`config.mk`:
```
export PLATFORM = sky130hd
export DESIGN_NAME = debug_controller
export DESIGN_NICKNAME = d
export VERILOG_FILES = /design/src/rtl/debug_controller.sv
export SDC_FILE = /design/constraint.sdc
export NUM_CORES = 1
export LEC_CHECK = 0
export BUFFER_PORTS_ARGS = -buffer_cell sky130_fd_sc_hd__buf_4
export CAP_MARGIN = 20
export CORE_MARGIN = 5
export CORE_UTILIZATION = 40
export CTS_CLUSTER_SIZE = 24
export DETAILED_ROUTE_END_ITERATION = 12
export PLACE_DENSITY_LB_ADDON = 0.2
export SYNTH_ARGS = -nofsm -noshare
export SYNTH_HDL_FRONTEND = slang
export SYNTH_SLANG_ARGS = --single-unit
```
`constraint.sdc`:
```
create_clock -name clk -period 2.7 [get_ports clk]
set_input_delay 0.27 -clock clk [delete_from_list [all_inputs] [get_ports clk]]
set_output_delay 0.27 -clock clk [all_outputs]
set_load 0.1 [all_outputs]
```
`src/rtl/debug_controller.sv`:
```
// Byte-serial debug controller: loads instruction memory from an rx byte stream,
// gates the datapath for run/step, then streams a frozen snapshot out MSB byte first.
module debug_controller #(
  parameter int INSTRUCTION_BITS = 32,
  parameter int PC_BITS          = 11,
  parameter int DUMP_BITS        = 512,
  parameter logic [INSTRUCTION_BITS-1:0] HALT_WORD = 32'hFC000000
) (
  input  logic                        clk,
  input  logic                        rst,
  input  logic [7:0]                  i_rx_data,
  input  logic                        i_rx_valid,
  output logic [7:0]                  o_tx_data,
  output logic                        o_tx_valid,
  input  logic                        i_tx_ready,
  output logic                        o_enable,
  output logic                        o_write_inst_mem,
  output logic [PC_BITS-1:0]          o_inst_mem_addr,
  output logic [INSTRUCTION_BITS-1:0] o_inst_mem_data,
  input  logic                        i_halt,
  input  logic [DUMP_BITS-1:0]        i_snapshot,
  output logic                        o_busy,
  output logic [2:0]                  dbg_state
);

  localparam logic [2:0] S_IDLE    = 3'd0;
  localparam logic [2:0] S_LOAD    = 3'd1;
  localparam logic [2:0] S_LOAD_WR = 3'd2;
  localparam logic [2:0] S_RUN     = 3'd3;
  localparam logic [2:0] S_STEP    = 3'd4;
  localparam logic [2:0] S_CAPTURE = 3'd5;
  localparam logic [2:0] S_SEND    = 3'd6;

  localparam int IN_BYTES = INSTRUCTION_BITS / 8;
  localparam int TX_BYTES = DUMP_BITS / 8;
  localparam int BCW      = (IN_BYTES > 1) ? $clog2(IN_BYTES) : 1;
  localparam int TXW      = (TX_BYTES > 1) ? $clog2(TX_BYTES) : 1;

  localparam logic [BCW-1:0]     LAST_IN  = BCW'(IN_BYTES - 1);
  localparam logic [TXW-1:0]     LAST_TX  = TXW'(TX_BYTES - 1);
  localparam logic [PC_BITS-1:0] ADDR_MAX = {PC_BITS{1'b1}};

  // Handshake: a tx byte transfers on a rising edge where o_tx_valid and
  // i_tx_ready are both high; o_tx_valid/o_tx_data hold until that happens.

  logic [2:0]                  state;
  logic [PC_BITS-1:0]          addr;
  logic [BCW-1:0]              byte_cnt;
  logic [INSTRUCTION_BITS-1:0] word;
  logic [INSTRUCTION_BITS-1:0] word_next;
  logic [DUMP_BITS-1:0]        dump;
  logic [TXW-1:0]              tx_idx;

  assign word_next = (word << 8) | INSTRUCTION_BITS'(i_rx_data);
  assign o_busy    = (state != S_IDLE);
  assign dbg_state = state;

  always_ff @(posedge clk or negedge rst) begin
    if (!rst) begin
      state            <= S_IDLE;
      addr             <= '0;
      byte_cnt         <= '0;
      word             <= '0;
      dump             <= '0;
      tx_idx           <= '0;
      o_enable         <= 1'b0;
      o_write_inst_mem <= 1'b0;
      o_inst_mem_addr  <= '0;
      o_inst_mem_data  <= '0;
      o_tx_valid       <= 1'b0;
      o_tx_data        <= '0;
    end else begin
      o_write_inst_mem <= 1'b0;
      case (state)
        S_IDLE: begin
          if (i_rx_valid) begin
            case (i_rx_data)
              8'h01: begin
                state    <= S_LOAD;
                addr     <= '0;
                byte_cnt <= '0;
              end
              8'h02: begin
                state    <= S_RUN;
                o_enable <= 1'b1;
              end
              8'h03: begin
                state    <= S_STEP;
                o_enable <= 1'b1;
              end
              default: ;
            endcase
          end
        end
        S_LOAD: begin
          if (i_rx_valid) begin
            word <= word_next;
            if (byte_cnt == LAST_IN) begin
              byte_cnt         <= '0;
              state            <= S_LOAD_WR;
              o_write_inst_mem <= 1'b1;
              o_inst_mem_addr  <= addr;
              o_inst_mem_data  <= word_next;
            end else begin
              byte_cnt <= byte_cnt + 1'b1;
            end
          end
        end
        S_LOAD_WR: begin
          // Stop on the halt word or at the top of memory; the address never wraps.
          if (word == HALT_WORD || addr == ADDR_MAX) begin
            state <= S_IDLE;
          end else begin
            addr  <= addr + 1'b1;
            state <= S_LOAD;
          end
        end
        S_RUN: begin
          if (i_halt) begin
            state    <= S_CAPTURE;
            o_enable <= 1'b0;
          end
        end
        S_STEP: begin
          state    <= S_CAPTURE;
          o_enable <= 1'b0;
        end
        S_CAPTURE: begin
          dump       <= i_snapshot;
          tx_idx     <= '0;
          o_tx_valid <= 1'b1;
          o_tx_data  <= i_snapshot[DUMP_BITS-1 -: 8];
          state      <= S_SEND;
        end
        S_SEND: begin
          // dump is shifted so its top byte always matches o_tx_data.
          if (i_tx_ready) begin
            if (tx_idx == LAST_TX) begin
              o_tx_valid <= 1'b0;
              state      <= S_IDLE;
            end else begin
              tx_idx    <= tx_idx + 1'b1;
              o_tx_data <= dump[DUMP_BITS-9 -: 8];
              dump      <= dump << 8;
            end
          end
        end
        default: state <= S_IDLE;
      endcase
    end
  end

endmodule

```
==> flow_summary.rst <==
.. list-table::
   :header-rows: 1

   * - Metric
     - Value
   * - Status
     - finished, final reports clean
   * - Final-report hold violation count
     - 0
   * - Half-perimeter wire length after detailed placement
     - 58.3 mm
   * - Part of the power in the clock network
     - 0.246
   * - Core box area
     - approximately 0.067 mm²
   * - First-pass GRT wire length
     - approximately 140 mm
   * - Number of nets at the end of the flow
     - 4,602
   * - CTS tree
     - yes
   * - Beginning of the critical path
     - dbg_state[0]
   * - Total congestion overflow
     - 0
   * - Number of DRC markers after the initial detailed-route iteration
     - 2,142
   * - Power density normalized to cell area
     - between 900 and 1000 mW/mm²
   * - Buffers on Ports
     - roughly 580
   * - Share of layout cells above drive strength 1
     - 0.193
   * - Area enclosed by the die boundary
     - roughly 0.073 mm²
   * - Data required time of the critical path
     - 3210 ps
   * - Number of gates resized after CTS
     - 0
   * - Tightest Hold Check Type
     - in2reg
   * - Vias in the first global route
     - approximately 26,000
   * - Data arrival time of the worst path
     - ~2900 ps
   * - Type of the worst setup path
     - reg2reg
   * - Flops & latches, synth
     - around 610
   * - Synth Flop Type
     - dfrtp_1
   * - Area used by multi-input combinational logic
     - 0.0106 mm²
   * - Hold Startpoint
     - i_halt
   * - Overall die width
     - 270 µm
   * - Commonest non-fill, non-tap cell in the layout
     - nand2_1
   * - Share of synthesized area occupied by flip-flops and latches
     - 0.567
   * - Drt first pass iters
     - 5
   * - Standby leakage power
     - ~18 nW
   * - Clock latency on the worst-skew pair
     - 590 ps
   * - Max VDD drop
     - 781 µV
   * - Internal Power
     - between 20 and 25 mW
   * - Number of failing setup endpoints in the final timing report
     - 0
   * - Floorplan row count
     - 95
   * - Minimum clock period
     - 2380 ps
   * - Global-route usage over all layers
     - 0.244
   * - CP Launch Type
     - flip-flop
   * - Detailed-route DRC error count
     - 0
   * - Buffer levels on the longest clock path
     - 3
   * - Number of top-level pins
     - approximately 600
   * - Switching power as a share of total power
     - 0.370
   * - Highest clock frequency the design can meet
     - 420 MHz
   * - Die outline height
     - roughly 270 µm
   * - CTS Sinks
     - a little over 600
   * - Number of instances in the synthesized netlist
     - just over 3,000
   * - Number of distinct library cell variants in the gate-level netlist after synthesis
     - 49
   * - Post-synth net total
     - between 3,000 and 4,000
   * - Via density
     - 5.16
   * - Reg-to-reg startpoint
     - dbg_state[0]
   * - Count of filler cells inserted in the layout
     - approximately 5,600
   * - Syn avg cell area
     - just under 9 µm²
   * - Number of antenna violations at the first check in global routing
     - 16
   * - Worst slew slack as a fraction of its limit
     - 0.313
   * - Antenna violation net count after detailed routing
     - 0
   * - Initial Utilization
     - 0.403
   * - Max FO, Critical Path
     - 170
   * - Min Hold Slack
     - around 53 ps
   * - Register share of total power
     - 0.419
   * - Final Max Slew Viols
     - 0
   * - Clock buffers created by TritonCTS
     - a little under 70
   * - Clock Root Buffer
     - clkbuf_16
   * - WL final
     - approximately 91 mm
   * - Transition time at the pin with the least slew margin
     - just over 1000 ps
   * - Switching Power
     - approximately 14 mW
   * - Part of the cycle the worst path needs
     - 0.883
   * - Library cell with the largest summed area after synthesis
     - dfrtp_1
   * - Combined flip-flop and latch cell area
     - between 0.015 and 0.02 mm²
   * - Cell types with the largest area share after synthesis
     - dfrtp_1, nand2_1, a31oi_1
   * - Mean routed wirelength per cell
     - 18.2 µm
   * - Number of flops mapped to enable cells by yosys
     - 0
   * - Endpoint type of the worst setup path
     - flip-flop
   * - Power share of the combinational group
     - 0.335
   * - Leading cell types in the layout, fill and taps excluded
     - nand2_1, dfrtp_1, buf_4
   * - Worst setup skew after layout
     - between 20 and 25 ps
   * - Area added between synthesis and finish
     - 47.4%
   * - Total negative slack for setup checks
     - 0 ps
   * - Count of maximum capacitance violations
     - 0
   * - Number of vias in the routed layout
     - approximately 26,000
   * - Synth warn
     - 0
   * - CTS H-tree depth
     - 3
   * - Total setup buffers inserted after CTS
     - 0
   * - Fraction of synthesized cell area taken by the top area cell type
     - 0.567
   * - Cell area after synthesis
     - 0.0270 mm²
   * - Final weighted congestion in routability-driven placement
     - about 0.87
   * - Fraction of registers with async set or reset after synthesis
     - 1.00
   * - Unrepaired setup endpoints after global routing
     - no
   * - Register clock-pin slew on the reported worst setup and hold paths
     - roughly 60 ps
   * - Pin count of the biggest net entering global routing
     - 209
==> cell type report <==
type                            count  share of cell area
Tap cell                          873              0.0274
Inverter                            7            0.000659
Antenna cell                       14            0.000879
Clock inverter                     27             0.00747
Sequential cell                   612               0.384
Timing Repair Buffer             1159               0.262
Clock buffer                       97              0.0506
Multi-Input combinational cell   2225               0.266
==> critical path, cell delays in order, from the launching register on <==
cell	delay (ps)
dfrtp_2	480
nand3b_1	330
a31oi_1	300
o22a_4	270
buf_12	460
nor2_1	120
a31oi_1	200
==> what timing repair did <==
item	4_1_cts	5_1_grt
hold endpoints to repair	583	0
hold buffers	522	0
setup endpoints to repair	0	0
==> Yosys cell counts (5+ instances only) <==
| master | count |
|---|---|
| a21oi_1 | 7 |
| a22o_1 | 10 |
| a31oi_1 | 508 |
| and3_1 | 8 |
| buf_2 | 119 |
| buf_4 | 10 |
| clkbuf_1 | 109 |
| dfrtp_1 | 612 |
| inv_1 | 5 |
| mux2_1 | 43 |
| mux2_2 | 33 |
| mux2i_1 | 7 |
| nand2_1 | 1022 |
| nand4_1 | 5 |
| nor2_1 | 522 |
| nor4_1 | 7 |
==> per-layer routing <==
layer	global-route usage	routed length [µm]	vias up
met5	0	40	-
met4	0.109	4030	6
met3	0.0507	5500	217
met2	0.400	43800	895
met1	0.313	37700	12400
li1	-	-	12400
==> registers in the layout, summed over array words and instances, names as in the netlist <==
signal / cells
o_tx_data: 8
o_enable: 1
o_inst_mem_addr: 11
o_inst_mem_data: 32
addr: 11
dump: 504
dbg_state: 3
o_tx_valid: 1
byte_cnt: 2
word: 32
o_write_inst_mem: 1
tx_idx: 6
==> final timing paths <==
path	to	slack, ps	cells past startpoint
setup / recovery	dump[76]	320	6
hold / removal	o_enable	50	4
setup reg to reg	dump[76]	320	6
hold reg to reg	o_inst_mem_data[14]	490	1
max in group asynchronous	dump[369]	1520	3
min in group asynchronous	dump[450]	250	2
==> power groups by stage <==
stage / Combinational (mW) / Clock, mW / Sequential (mW)
finish: 13.0 / 9.58 / 16.3
global route: 14.4 / 10.2 / 16.9
CTS: 13.0 / 9.82 / 16.3
detailed placement: 12.4 / 0 / 16.4
global placement: 12.1 / 0 / 16.3
floorplan: 7.06 / 0 / 18.1
==> cell families (layout without fill, tap and decap cells) <==
| kind of cell | Yosys count | in the layout | share of synthesized area |
|---|---|---|---|
| AND/OR/NAND/NOR | 1588 | 1588 | 0.227 |
| adder cells (fa/ha/maj) | 3 | 3 | 0.00139 |
| AO/OA/AOI/OAI | 547 | 547 | 0.129 |
| XOR/XNOR | 4 | 4 | 0.00130 |
| multiplexers | 83 | 83 | 0.0343 |
| flip-flops | 612 | 612 | 0.567 |
| buffers and inverters | 246 | 1290 | 0.0411 |
| other | 0 | 14 | 0 |
==> stage by stage <==
| stage | setup slack [ps] | power [mW] | cells | util | cell area (µm²) |
|---|---|---|---|---|---|
| 2_1_floorplan | 53.5 | 25.1 | 3083 | - | 27000 |
| 3_3_place_gp | 453 | 28.4 | 4354 | 0.481 | 32300 |
| 3_5_place_dp | 425 | 28.8 | 4354 | 0.481 | 32300 |
| 4_1_cts | 353 | 39.2 | 5000 | 0.594 | 39800 |
| 5_1_grt | 122 | 41.5 | 5010 | 0.594 | 39800 |
| 6_report | 316 | 39.0 | 5014 | 0.594 | 39800 |
Note: power is estimated with default switching activity, not from simulation.
